===== config.mk =====
export PLATFORM = sky130hd
export DESIGN_NAME = can_tx_frame_flat
export DESIGN_NICKNAME = d
export VERILOG_FILES = /design/src/rtl/can_tx_frame_if.sv /design/src/rtl/can_tx_frame.sv /design/src/flat_wrapper.sv
export SDC_FILE = /design/constraint.sdc
export NUM_CORES = 1
export LEC_CHECK = 0
export CAP_MARGIN = 10
export CELL_PAD_IN_SITES_DETAIL_PLACEMENT = 0
export CELL_PAD_IN_SITES_GLOBAL_PLACEMENT = 1
export CORE_UTILIZATION = 41
export CTS_CLUSTER_SIZE = 8
export DETAILED_ROUTE_END_ITERATION = 10
export HOLD_SLACK_MARGIN = 0.08
export PLACE_DENSITY_LB_ADDON = 0.1
export SLEW_MARGIN = 20
export SYNTH_ARGS = -nofsm -noshare
export SYNTH_HDL_FRONTEND = slang
export SYNTH_SLANG_ARGS = --single-unit

===== constraint.sdc =====
create_clock -name clk -period 5 [get_ports clk]
set_clock_uncertainty 0.15 [all_clocks]
set_input_delay 1 -clock clk [delete_from_list [all_inputs] [get_ports clk]]
set_output_delay 1 -clock clk [all_outputs]
set_load 0.01 [all_outputs]

===== src/rtl/can_tx_frame_if.sv =====
// Host/bus-side signal bundle for the CAN 2.0A transmit frame builder.
// master = host/bench side, slave = can_tx_frame.
interface can_tx_frame_if;
   logic        baud_clk;
   logic        start;
   logic [10:0] id;
   logic [3:0]  dlc;
   logic [63:0] data;
   logic        can_rx;
   logic        busy;
   logic        done;
   logic        can_tx;
   logic        ack_err;

   modport master (
      output baud_clk, start, id, dlc, data, can_rx,
      input  busy, done, can_tx, ack_err
   );

   modport slave (
      input  baud_clk, start, id, dlc, data, can_rx,
      output busy, done, can_tx, ack_err
   );
endinterface


===== src/rtl/can_tx_frame.sv =====
// CAN 2.0A data-frame builder/serializer: CRC-15, bit stuffing, one bit per baud_clk rise.
// Define CAN_ACK_CHECK_EN to sample can_rx in the ACK slot and raise a sticky ack_err.
module can_tx_frame (
   input  logic          clk,
   input  logic          rst,
   can_tx_frame_if.slave bus
);

   typedef enum logic [3:0] {
      S_IDLE, S_SOF, S_ARB, S_CTRL, S_DATA, S_CRC, S_CRC_DEL,
      S_ACK, S_ACK_DEL, S_EOF, S_IFS, S_END
   } state_t;

   state_t      state_reg, state_next;
   logic [6:0]  cnt_reg, cnt_next;
   logic [10:0] id_reg, id_next;
   logic [3:0]  dlc_reg, dlc_next;
   logic [6:0]  nbits_reg, nbits_next;
   logic [63:0] data_reg, data_next;
   logic [14:0] crc_reg, crc_next;
   logic        run_bit_reg, run_bit_next;
   logic [2:0]  run_len_reg, run_len_next;
   logic        baud_q;
   logic        can_tx_reg, can_tx_next;
   logic        busy_reg, busy_next;
   logic        done_reg, done_next;
   logic        ack_err_reg, ack_err_next;

   logic        rise;
   logic        ack_fail;
   logic [3:0]  n_bytes;
   logic        bit_val;
   logic        in_stuff;
   logic        crc_en;

   assign rise    = bus.baud_clk & ~baud_q;
   assign n_bytes = (bus.dlc > 4'd8) ? 4'd8 : bus.dlc;

`ifdef CAN_ACK_CHECK_EN
   logic fall;
   assign fall     = ~bus.baud_clk & baud_q;
   // ACK_DEL is the next field, so the bus is still inside the ACK bit here
   assign ack_fail = fall && (state_reg == S_ACK_DEL) && bus.can_rx;
`else
   logic unused_can_rx;
   assign unused_can_rx = bus.can_rx;
   assign ack_fail      = 1'b0;
`endif

   always_ff @(posedge clk or posedge rst) begin
      if (rst) begin
         state_reg   <= S_IDLE;
         cnt_reg     <= 7'd0;
         id_reg      <= 11'd0;
         dlc_reg     <= 4'd0;
         nbits_reg   <= 7'd0;
         data_reg    <= 64'd0;
         crc_reg     <= 15'd0;
         run_bit_reg <= 1'b0;
         run_len_reg <= 3'd0;
         baud_q      <= 1'b0;
         can_tx_reg  <= 1'b1;
         busy_reg    <= 1'b0;
         done_reg    <= 1'b0;
         ack_err_reg <= 1'b0;
      end else begin
         state_reg   <= state_next;
         cnt_reg     <= cnt_next;
         id_reg      <= id_next;
         dlc_reg     <= dlc_next;
         nbits_reg   <= nbits_next;
         data_reg    <= data_next;
         crc_reg     <= crc_next;
         run_bit_reg <= run_bit_next;
         run_len_reg <= run_len_next;
         baud_q      <= bus.baud_clk;
         can_tx_reg  <= can_tx_next;
         busy_reg    <= busy_next;
         done_reg    <= done_next;
         ack_err_reg <= ack_err_next;
      end
   end

   always_comb begin
      state_next   = state_reg;
      cnt_next     = cnt_reg;
      id_next      = id_reg;
      dlc_next     = dlc_reg;
      nbits_next   = nbits_reg;
      data_next    = data_reg;
      crc_next     = crc_reg;
      run_bit_next = run_bit_reg;
      run_len_next = run_len_reg;
      can_tx_next  = can_tx_reg;
      busy_next    = busy_reg;
      done_next    = 1'b0;
      ack_err_next = ack_err_reg;
      bit_val      = 1'b1;
      in_stuff     = 1'b0;
      crc_en       = 1'b0;

      if (state_reg == S_IDLE) begin
         if (bus.start) begin
            id_next      = bus.id;
            dlc_next     = bus.dlc;
            data_next    = bus.data;
            nbits_next   = {n_bytes, 3'b000};
            crc_next     = 15'd0;
            run_len_next = 3'd0;
            cnt_next     = 7'd0;
            busy_next    = 1'b1;
            ack_err_next = 1'b0;
            state_next   = S_SOF;
         end
      end else if (rise) begin
         if (run_len_reg == 3'd5) begin
            // Stuff bit: complement of the run, starts a new run, field and CRC hold
            can_tx_next  = ~run_bit_reg;
            run_bit_next = ~run_bit_reg;
            run_len_next = 3'd1;
         end else begin
            case (state_reg)
               S_SOF: begin
                  bit_val    = 1'b0;
                  in_stuff   = 1'b1;
                  crc_en     = 1'b1;
                  cnt_next   = 7'd0;
                  state_next = S_ARB;
               end
               S_ARB: begin
                  // ID shifts out MSB first; after 11 shifts the vacated zero is RTR
                  bit_val  = id_reg[10];
                  id_next  = {id_reg[9:0], 1'b0};
                  in_stuff = 1'b1;
                  crc_en   = 1'b1;
                  if (cnt_reg == 7'd11) begin
                     cnt_next   = 7'd0;
                     state_next = S_CTRL;
                  end else begin
                     cnt_next = cnt_reg + 7'd1;
                  end
               end
               S_CTRL: begin
                  in_stuff = 1'b1;
                  crc_en   = 1'b1;
                  if (cnt_reg >= 7'd2) begin
                     bit_val  = dlc_reg[3];
                     dlc_next = {dlc_reg[2:0], 1'b0};
                  end else begin
                     bit_val = 1'b0;
                  end
                  if (cnt_reg == 7'd5) begin
                     cnt_next   = 7'd0;
                     state_next = (nbits_reg == 7'd0) ? S_CRC : S_DATA;
                  end else begin
                     cnt_next = cnt_reg + 7'd1;
                  end
               end
               S_DATA: begin
                  bit_val   = data_reg[63];
                  data_next = {data_reg[62:0], 1'b0};
                  in_stuff  = 1'b1;
                  crc_en    = 1'b1;
                  if (cnt_reg == nbits_reg - 7'd1) begin
                     cnt_next   = 7'd0;
                     state_next = S_CRC;
                  end else begin
                     cnt_next = cnt_reg + 7'd1;
                  end
               end
               S_CRC: begin
                  bit_val  = crc_reg[14];
                  crc_next = {crc_reg[13:0], 1'b0};
                  in_stuff = 1'b1;
                  if (cnt_reg == 7'd14) begin
                     cnt_next   = 7'd0;
                     state_next = S_CRC_DEL;
                  end else begin
                     cnt_next = cnt_reg + 7'd1;
                  end
               end
               S_CRC_DEL: state_next = S_ACK;
               S_ACK:     state_next = S_ACK_DEL;
               S_ACK_DEL: begin
                  cnt_next   = 7'd0;
                  state_next = S_EOF;
               end
               S_EOF: begin
                  if (cnt_reg == 7'd6) begin
                     cnt_next   = 7'd0;
                     state_next = S_IFS;
                  end else begin
                     cnt_next = cnt_reg + 7'd1;
                  end
               end
               S_IFS: begin
                  if (cnt_reg == 7'd2) begin
                     cnt_next   = 7'd0;
                     state_next = S_END;
                  end else begin
                     cnt_next = cnt_reg + 7'd1;
                  end
               end
               S_END: begin
                  done_next  = 1'b1;
                  busy_next  = 1'b0;
                  state_next = S_IDLE;
               end
               default: state_next = S_IDLE;
            endcase

            can_tx_next = bit_val;
            if (crc_en) begin
               crc_next = {crc_reg[13:0], 1'b0} ^ ((bit_val ^ crc_reg[14]) ? 15'h4599 : 15'h0000);
            end
            if (in_stuff) begin
               if ((run_len_reg != 3'd0) && (bit_val == run_bit_reg)) begin
                  run_len_next = run_len_reg + 3'd1;
               end else begin
                  run_len_next = 3'd1;
                  run_bit_next = bit_val;
               end
            end else begin
               run_len_next = 3'd0;
            end
         end
      end

      if (ack_fail) begin
         ack_err_next = 1'b1;
      end
   end

   assign bus.can_tx  = can_tx_reg;
   assign bus.busy    = busy_reg;
   assign bus.done    = done_reg;
   assign bus.ack_err = ack_err_reg;

endmodule


===== src/flat_wrapper.sv =====
// flat-port wrapper written by rule: the top's interface ports become plain ports
module can_tx_frame_flat 
  (clk, rst, bus_baud_clk, bus_start, bus_id, bus_dlc, bus_data, bus_can_rx, bus_busy, bus_done, bus_can_tx, bus_ack_err);
  can_tx_frame_if bus_i ();
  input  logic clk;
  input  logic rst;
  input wire logic [$bits(bus_i.baud_clk)-1:0] bus_baud_clk;
  input wire logic [$bits(bus_i.start)-1:0] bus_start;
  input wire logic [$bits(bus_i.id)-1:0] bus_id;
  input wire logic [$bits(bus_i.dlc)-1:0] bus_dlc;
  input wire logic [$bits(bus_i.data)-1:0] bus_data;
  input wire logic [$bits(bus_i.can_rx)-1:0] bus_can_rx;
  output wire logic [$bits(bus_i.busy)-1:0] bus_busy;
  output wire logic [$bits(bus_i.done)-1:0] bus_done;
  output wire logic [$bits(bus_i.can_tx)-1:0] bus_can_tx;
  output wire logic [$bits(bus_i.ack_err)-1:0] bus_ack_err;
  assign bus_i.baud_clk = bus_baud_clk;
  assign bus_i.start = bus_start;
  assign bus_i.id = bus_id;
  assign bus_i.dlc = bus_dlc;
  assign bus_i.data = bus_data;
  assign bus_i.can_rx = bus_can_rx;
  assign bus_busy = bus_i.busy;
  assign bus_done = bus_i.done;
  assign bus_can_tx = bus_i.can_tx;
  assign bus_ack_err = bus_i.ack_err;
  can_tx_frame u_core (.clk(clk), .rst(rst), .bus(bus_i));
endmodule

==> reports/qor.yml, run 1 <==
status: "completed"
fmax_mhz: 296
track_usage_pct: 19.5
vias_per_cell: 5.21
syn_area_mm2: 0.00582
synth_async_sr_flop_share_pct: 100
vias: 4864
cts-root-buf: "clkbuf_16"
period_minus_slack_ps: 3370
dieArea_mm2: 0.0147
drtIter0Drc: 360
nets: 832
use_met2_pct: 31.0
multi_input_area_mm2: 0.00262
slowest_delay_ps: 800
grt.busiest_layer: "met2"
die_w_um: 121
pre_cts_slack_ps: 1600
vdd_drop_max_mv: 0.357
dp_hpwl_mm: 8.39
fin_util_pct: 53.0
fillerInstances: 1337
grt_pass1_wl_mm: 22.2
synthesis.nets: 771
cts_resized: 0
drc: 0
drv_slew: 0
maxSlewHeadroom_pct: 40.7
tightest_slew_ps: 886
cp_num_buf_inv: 1
routed_wl_mm: 13.1
synthCells: 680
post_cts_buffers: 0
synth_edf_count: 0
finalSetupTns_ps: 0
rsz0062_at_grt: "no"
htreeDepth: 4
cts_tree: "built"
die_h_um: 121
grt_use_met1_pct: 25.1
cts_buffers: 17
grt_pass1_vias: 4672
wl_per_cell_um: 14.1
whs_ps: 316
drtAntennaViolNets: 0
n_antenna_cell: 0
initial_utilization_pct: 42.0
core_mm2: 0.0139
path_cells: "or4_2, buf_4, nand3_1, or2_2, o311ai_0, o21a_1"
synthDistinctLibCells: 55
setup_viol: 0
crit_path_top_delay_cell: "dfrtp_1"
hold_class: "reg2reg"
crit_path_end_kind: "flop"
synthFlopType: "dfrtp_1"
crit_type: "reg2reg"
seq_area_mm2: 0.00293
final.setup.worst_slack_ps: 1630
worstPathRequired_ps: 5200
cpLargestDelayFamily: "simple AND/OR/NAND/NOR gates"
max_cap_violations: 0
critPathLaunchType: "flop"
ys_warn_count: 0
grt_max_degree: 83
hold_viol_final: 0
path_clk_slew_ps: 50
power_density_mw_per_mm2: 657
ys_ff_latch: 117
ioPinCount: 88
gp_congestion: 0.849
drt_pre_antenna_iters: 5
p_leak_nw: 3.14
fp-row-count: 43
path_max_fanout: 77
ys_seq_area_share_pct: 50.3
mostFrequentLayoutCells: "nand2_1 (186), dfrtp_1 (116), clkdlybuf4s50_1 (85)"
antenna_found_initial: 0
holdBufCountCts: 0
port_buffers: 85
cts_buffer_depth: 2
grt_overflow: 0
cts_sinks: 117
drive_gt1_share_pct: 6.77
final_common_cell: "nand2_1"
clk-insertion-delay-late_ps: 420
period_share_pct: 67.5
use_met3_pct: 5.59
syn_avg_cell_area_um2: 8.57
largest_reg_flops: 64
area_growth_pct: 26.4
cp_data_arrival_time_ps: 3570
## cells by family after synthesis
family | Yosys count | share of synthesized area, %
XOR/XNOR | 16 | 2.41
multiplexers | 6 | 1.07
flip-flops | 117 | 50.3
other | 1 | 0.0644
adder cells (fa/ha/maj) | 7 | 1.50
buffers and inverters | 67 | 4.98
AO/OA/AOI/OAI | 135 | 14.8
AND/OR/NAND/NOR | 331 | 24.9
## cells in the mapped netlist, drive strengths merged, types with 2 or more instances
master   number  area [um^2]
xnor2        12          105
nor4          6         80.1
nand3b        3         22.5
a211o         2         17.5
mux2i         4         40.0
nand3        22          110
nand4b        2         17.5
a211oi        2         20.0
and3          2         12.5
nand2b        3         18.8
o311ai        2         17.5
nor2         81          307
a21oi         6         30.0
ha            7         87.6
o2bb2ai       2         17.5
nand2       186          698
a31oi        77          482
nand4bb       2         22.5
a311oi        2         17.5
nor4b         3         41.3
o311a         2         20.0
o31ai         3         22.5
nor3         10         50.1
clkbuf       22         82.6
o21ai        26          130
inv          17         63.8
buf          28          144
xor2          4         35.0
nor2b         6         37.5
mux2          2         22.5
o22ai         3         18.8
dfrtp       116         2900
## worst min-delay path: cells and delay by family (launching register included)
family | cells | cell delay, ps
flops | 1 | 340
simple gates | 2 | 100
## final timing paths
kind | start | endpoint | slack, ps | cells past startpoint
hold / removal | u_core.crc_reg[4] | u_core.crc_reg[5] | 320 | 2
hold reg to reg | u_core.crc_reg[4] | u_core.crc_reg[5] | 320 | 2
max in group asynchronous | rst | u_core.bus.can_tx | 2830 | 3
min in group asynchronous | rst | u_core.data_reg[60] | 970 | 2
setup reg to reg | u_core.state_reg[1] | u_core.run_len_reg[2] | 1630 | 6
setup / recovery | u_core.state_reg[1] | u_core.run_len_reg[2] | 1630 | 6
## final cells by class
| type | count | area share (%) |
|---|---|---|
| tap | 180 | 3.06 |
| multi-input combinational | 496 | 35.5 |
| clock inverter | 9 | 2.04 |
| timing repair buffer | 92 | 12.3 |
| inverter | 17 | 0.901 |
| sequential | 117 | 39.8 |
| clock buffer | 22 | 6.44 |
## where the power goes
group | internal [mW] | switching (mW)
registers | 1.35 | 0.331
logic | 0.739 | 1.13
clock network | 0.867 | 0.413
## metrics by stage
step           total power, mW  instance area, um^2  cells
3_5_place_dp              3.59                 6740    902
6_report                  4.83                 7360    933
3_3_place_gp              3.53                 6740    902
5_1_grt                   5.25                 7360    933
2_1_floorplan             3.15                 5820    680
4_1_cts                   4.89                 7360    933
## layer usage
layer / wire length (um) / vias up
met3: 691 / 8
met1: 6310 / 2324
met2: 6050 / 95
met5: 0 / -
met4: 93 / 0
li1: - / 2437
Power figures use the tool's default switching activity.
==> inputs of run 2 (changes only) <==
clock period = 3.43 ns   (was 5 ns; I/O delays follow)
==> run 2 against run 1 <==
Effect of this change:
- flip-flop and latch count unchanged
- power up 44%
- wire length increased by 0.27%
- final cell count is 0.75% higher
- clock-buffer cell count rose by 1
- global-route usage up 0.21 points
- combinational power up 53%
- register-to-register slack lost 970 ps
- cell area rose by 0.58%
- hold slack got worse by 7.9 ps
- critical path type unchanged
- largest power group unchanged
- highest routed layer unchanged
==> reports/qor.yml, run 2 (synthesis gave the netlist of run 1 again) <==
worstRegToRegCells: 6  # unchanged
core_mm2: 0.0139  # unchanged
path_max_fanout: 76  # -1.3%
antenna_found_initial: 0  # unchanged
path_cells: "or4_2, buf_4, nand2_1, nand2_1, o311ai_0, o21a_1"
largest_reg_flops: 64  # unchanged
dieArea_mm2: 0.0147  # unchanged
status: "completed"
design_area_mm2: 0.00741  # +0.58%
crit_type: "reg2reg"
drt_pre_antenna_iters: 5  # unchanged
grt_max_degree: 79  # -4.8%
cp-startpoint: "u_core.state_reg[3]"
cts_tree: "built"
path_clk_slew_ps: 50  # about the same
htreeDepth: 4  # unchanged
power_density_mw_per_mm2: 940  # +43%
vdd_drop_max_mv: 0.427  # +20%
min-delay-start: "u_core.crc_reg[8]"
vias_per_cell: 5.19  # -0.38%
drv_slew: 0  # unchanged
fp-row-count: 43  # unchanged
slowest_delay_ps: 810  # about the same
clk-insertion-delay-late_ps: 420  # about the same
rrSetupSlack_ps: 660  # -970 ps
hold_class: "reg2reg"
max_cap_violations: 0  # unchanged
cts-root-buf: "clkbuf_16"
crit_path_top_delay_cell: "dfrtp_1"
tightest_slew_ps: 841  # -45.1 ps
final_common_cell: "nand2_1"
period_minus_slack_ps: 2770  # -604 ps
holdBufCountCts: 0  # unchanged
die_h_um: 121  # unchanged
ioPinCount: 88  # unchanged
n_antenna_cell: 0  # unchanged
port_buffers: 85  # unchanged
wl_per_cell_um: 14.0  # -0.48%
min_path_cells: 2  # unchanged
fmax_mhz: 361  # +22%
cts_buffer_depth: 2  # unchanged
drive_gt1_share_pct: 7.37  # +0.60 points
cts_resized: 0  # unchanged
die_w_um: 121  # unchanged
setup_viol: 0  # unchanged
vias: 4882  # +0.37%
grt_overflow: 0  # unchanged
finalSetupTns_ps: 0  # unchanged
cts_sinks: 117  # unchanged
worstPathRequired_ps: 3590  # -1610 ps
gp_congestion: 0.893  # +5.3%
drtAntennaViolNets: 0  # unchanged
rsz0062_at_grt: "no"
worstHoldEndpoint: "u_core.crc_reg[9]"
p_leak_nw: 3.17  # +0.72%
drc: 0  # unchanged
area_growth_pct: 27.2
period_share_pct: 80.8  # +13 points
post_cts_buffers: 0  # unchanged
mostFrequentLayoutCells: "nand2_1 (186), dfrtp_1 (116), clkdlybuf4s50_1 (85)"
drtIter0Drc: 334  # -7.2%
dp_hpwl_mm: 8.70  # +3.8%
hold_viol_final: 0  # unchanged
crit_path_end_kind: "flop"
cp_data_arrival_time_ps: 2930  # -640 ps
place_area_mm2: 0.00684  # +1.4%
critPathLaunchType: "flop"
initial_utilization_pct: 42.0  # unchanged
reg2reg_from: "u_core.state_reg[3]"
cp_common_cell: "nand2_1"
nets: 838  # +0.72%
grt_pass1_wl_mm: 22.5  # +1.5%
cts_buffers: 17  # unchanged
track_usage_pct: 19.8  # +0.21 points
grt_pass1_vias: 4732  # +1.3%
maxSlewHeadroom_pct: 43.9  # +3.3 points
r2r_end: "u_core.run_len_reg[2]"
routed_wl_mm: 13.2  # +0.27%
run 2: cell count changes in the layout (fill, tap and decap cells not counted), sizes merged:
cell | before | now
buf | 7 | 13
clkinv | 3 | 7
bufinv | 4 | 2
clkbuf | 22 | 23
clkinvlp | 2 | 1
inv | 17 | 16
run 2: area by class of cell:
cell class / count / area [um^2]
fillers: 1309 / 6470
flip-flops and latches: 117 / 2930
multi-input cells: 496 / 2620
repair buffers: 98 / 998
clock buffers: 23 / 468
well taps: 180 / 225
clock inverters: 9 / 103
inverters: 17 / 67.6
run 2: report_power, final:
| part | switching (mW) | internal [mW] | total, mW |
|---|---|---|---|
| clock network | 0.607 | 1.10 | 1.71 |
| logic | 1.73 | 1.14 | 2.87 |
| registers | 0.408 | 1.97 | 2.38 |
| total | 2.74 | 4.21 | 6.96 |
run 2: stage by stage:
| step | worst slack (ps) | hold WS, ps | total power [mW] | util [%] | cells |
|---|---|---|---|---|---|
| floorplan | 1170 | 288 | 4.59 | - | 680 |
| global placement | 464 | 299 | 5.22 | 49.2 | 908 |
| detailed placement | 412 | 305 | 5.31 | 49.2 | 908 |
| CTS | 599 | 319 | 7.06 | 53.4 | 940 |
| global route | 426 | 333 | 7.58 | 53.4 | 940 |
| finish | 660 | 308 | 6.96 | 53.4 | 940 |
run 2: worst max-delay path, delay by kind of cell (launching register included):
| family | cells | cell delay (ps) |
|---|---|---|
| AO/OA/AOI/OAI | 2 | 280 |
| buffers and inverters | 1 | 610 |
| flip-flops | 1 | 810 |
| AND/OR/NAND/NOR | 3 | 790 |
run 2: worst max path at each step:
stage | cells past startpoint | slack [ps] | end
floorplan | 1 | 1170 | u_core.baud_q
global placement | 9 | 460 | u_core.data_reg[24]
detailed placement | 9 | 410 | u_core.data_reg[39]
CTS | 6 | 600 | u_core.run_len_reg[2]
global route | 6 | 430 | u_core.run_len_reg[2]
finish | 6 | 660 | u_core.run_len_reg[2]
run 2: routing by layer:
metal / track usage (%) / wire, um
met1: 26.3 / 6420
met2: 29.8 / 5940
met3: 5.83 / 612
met4: 8.33 / 208
met5: 0 / 0
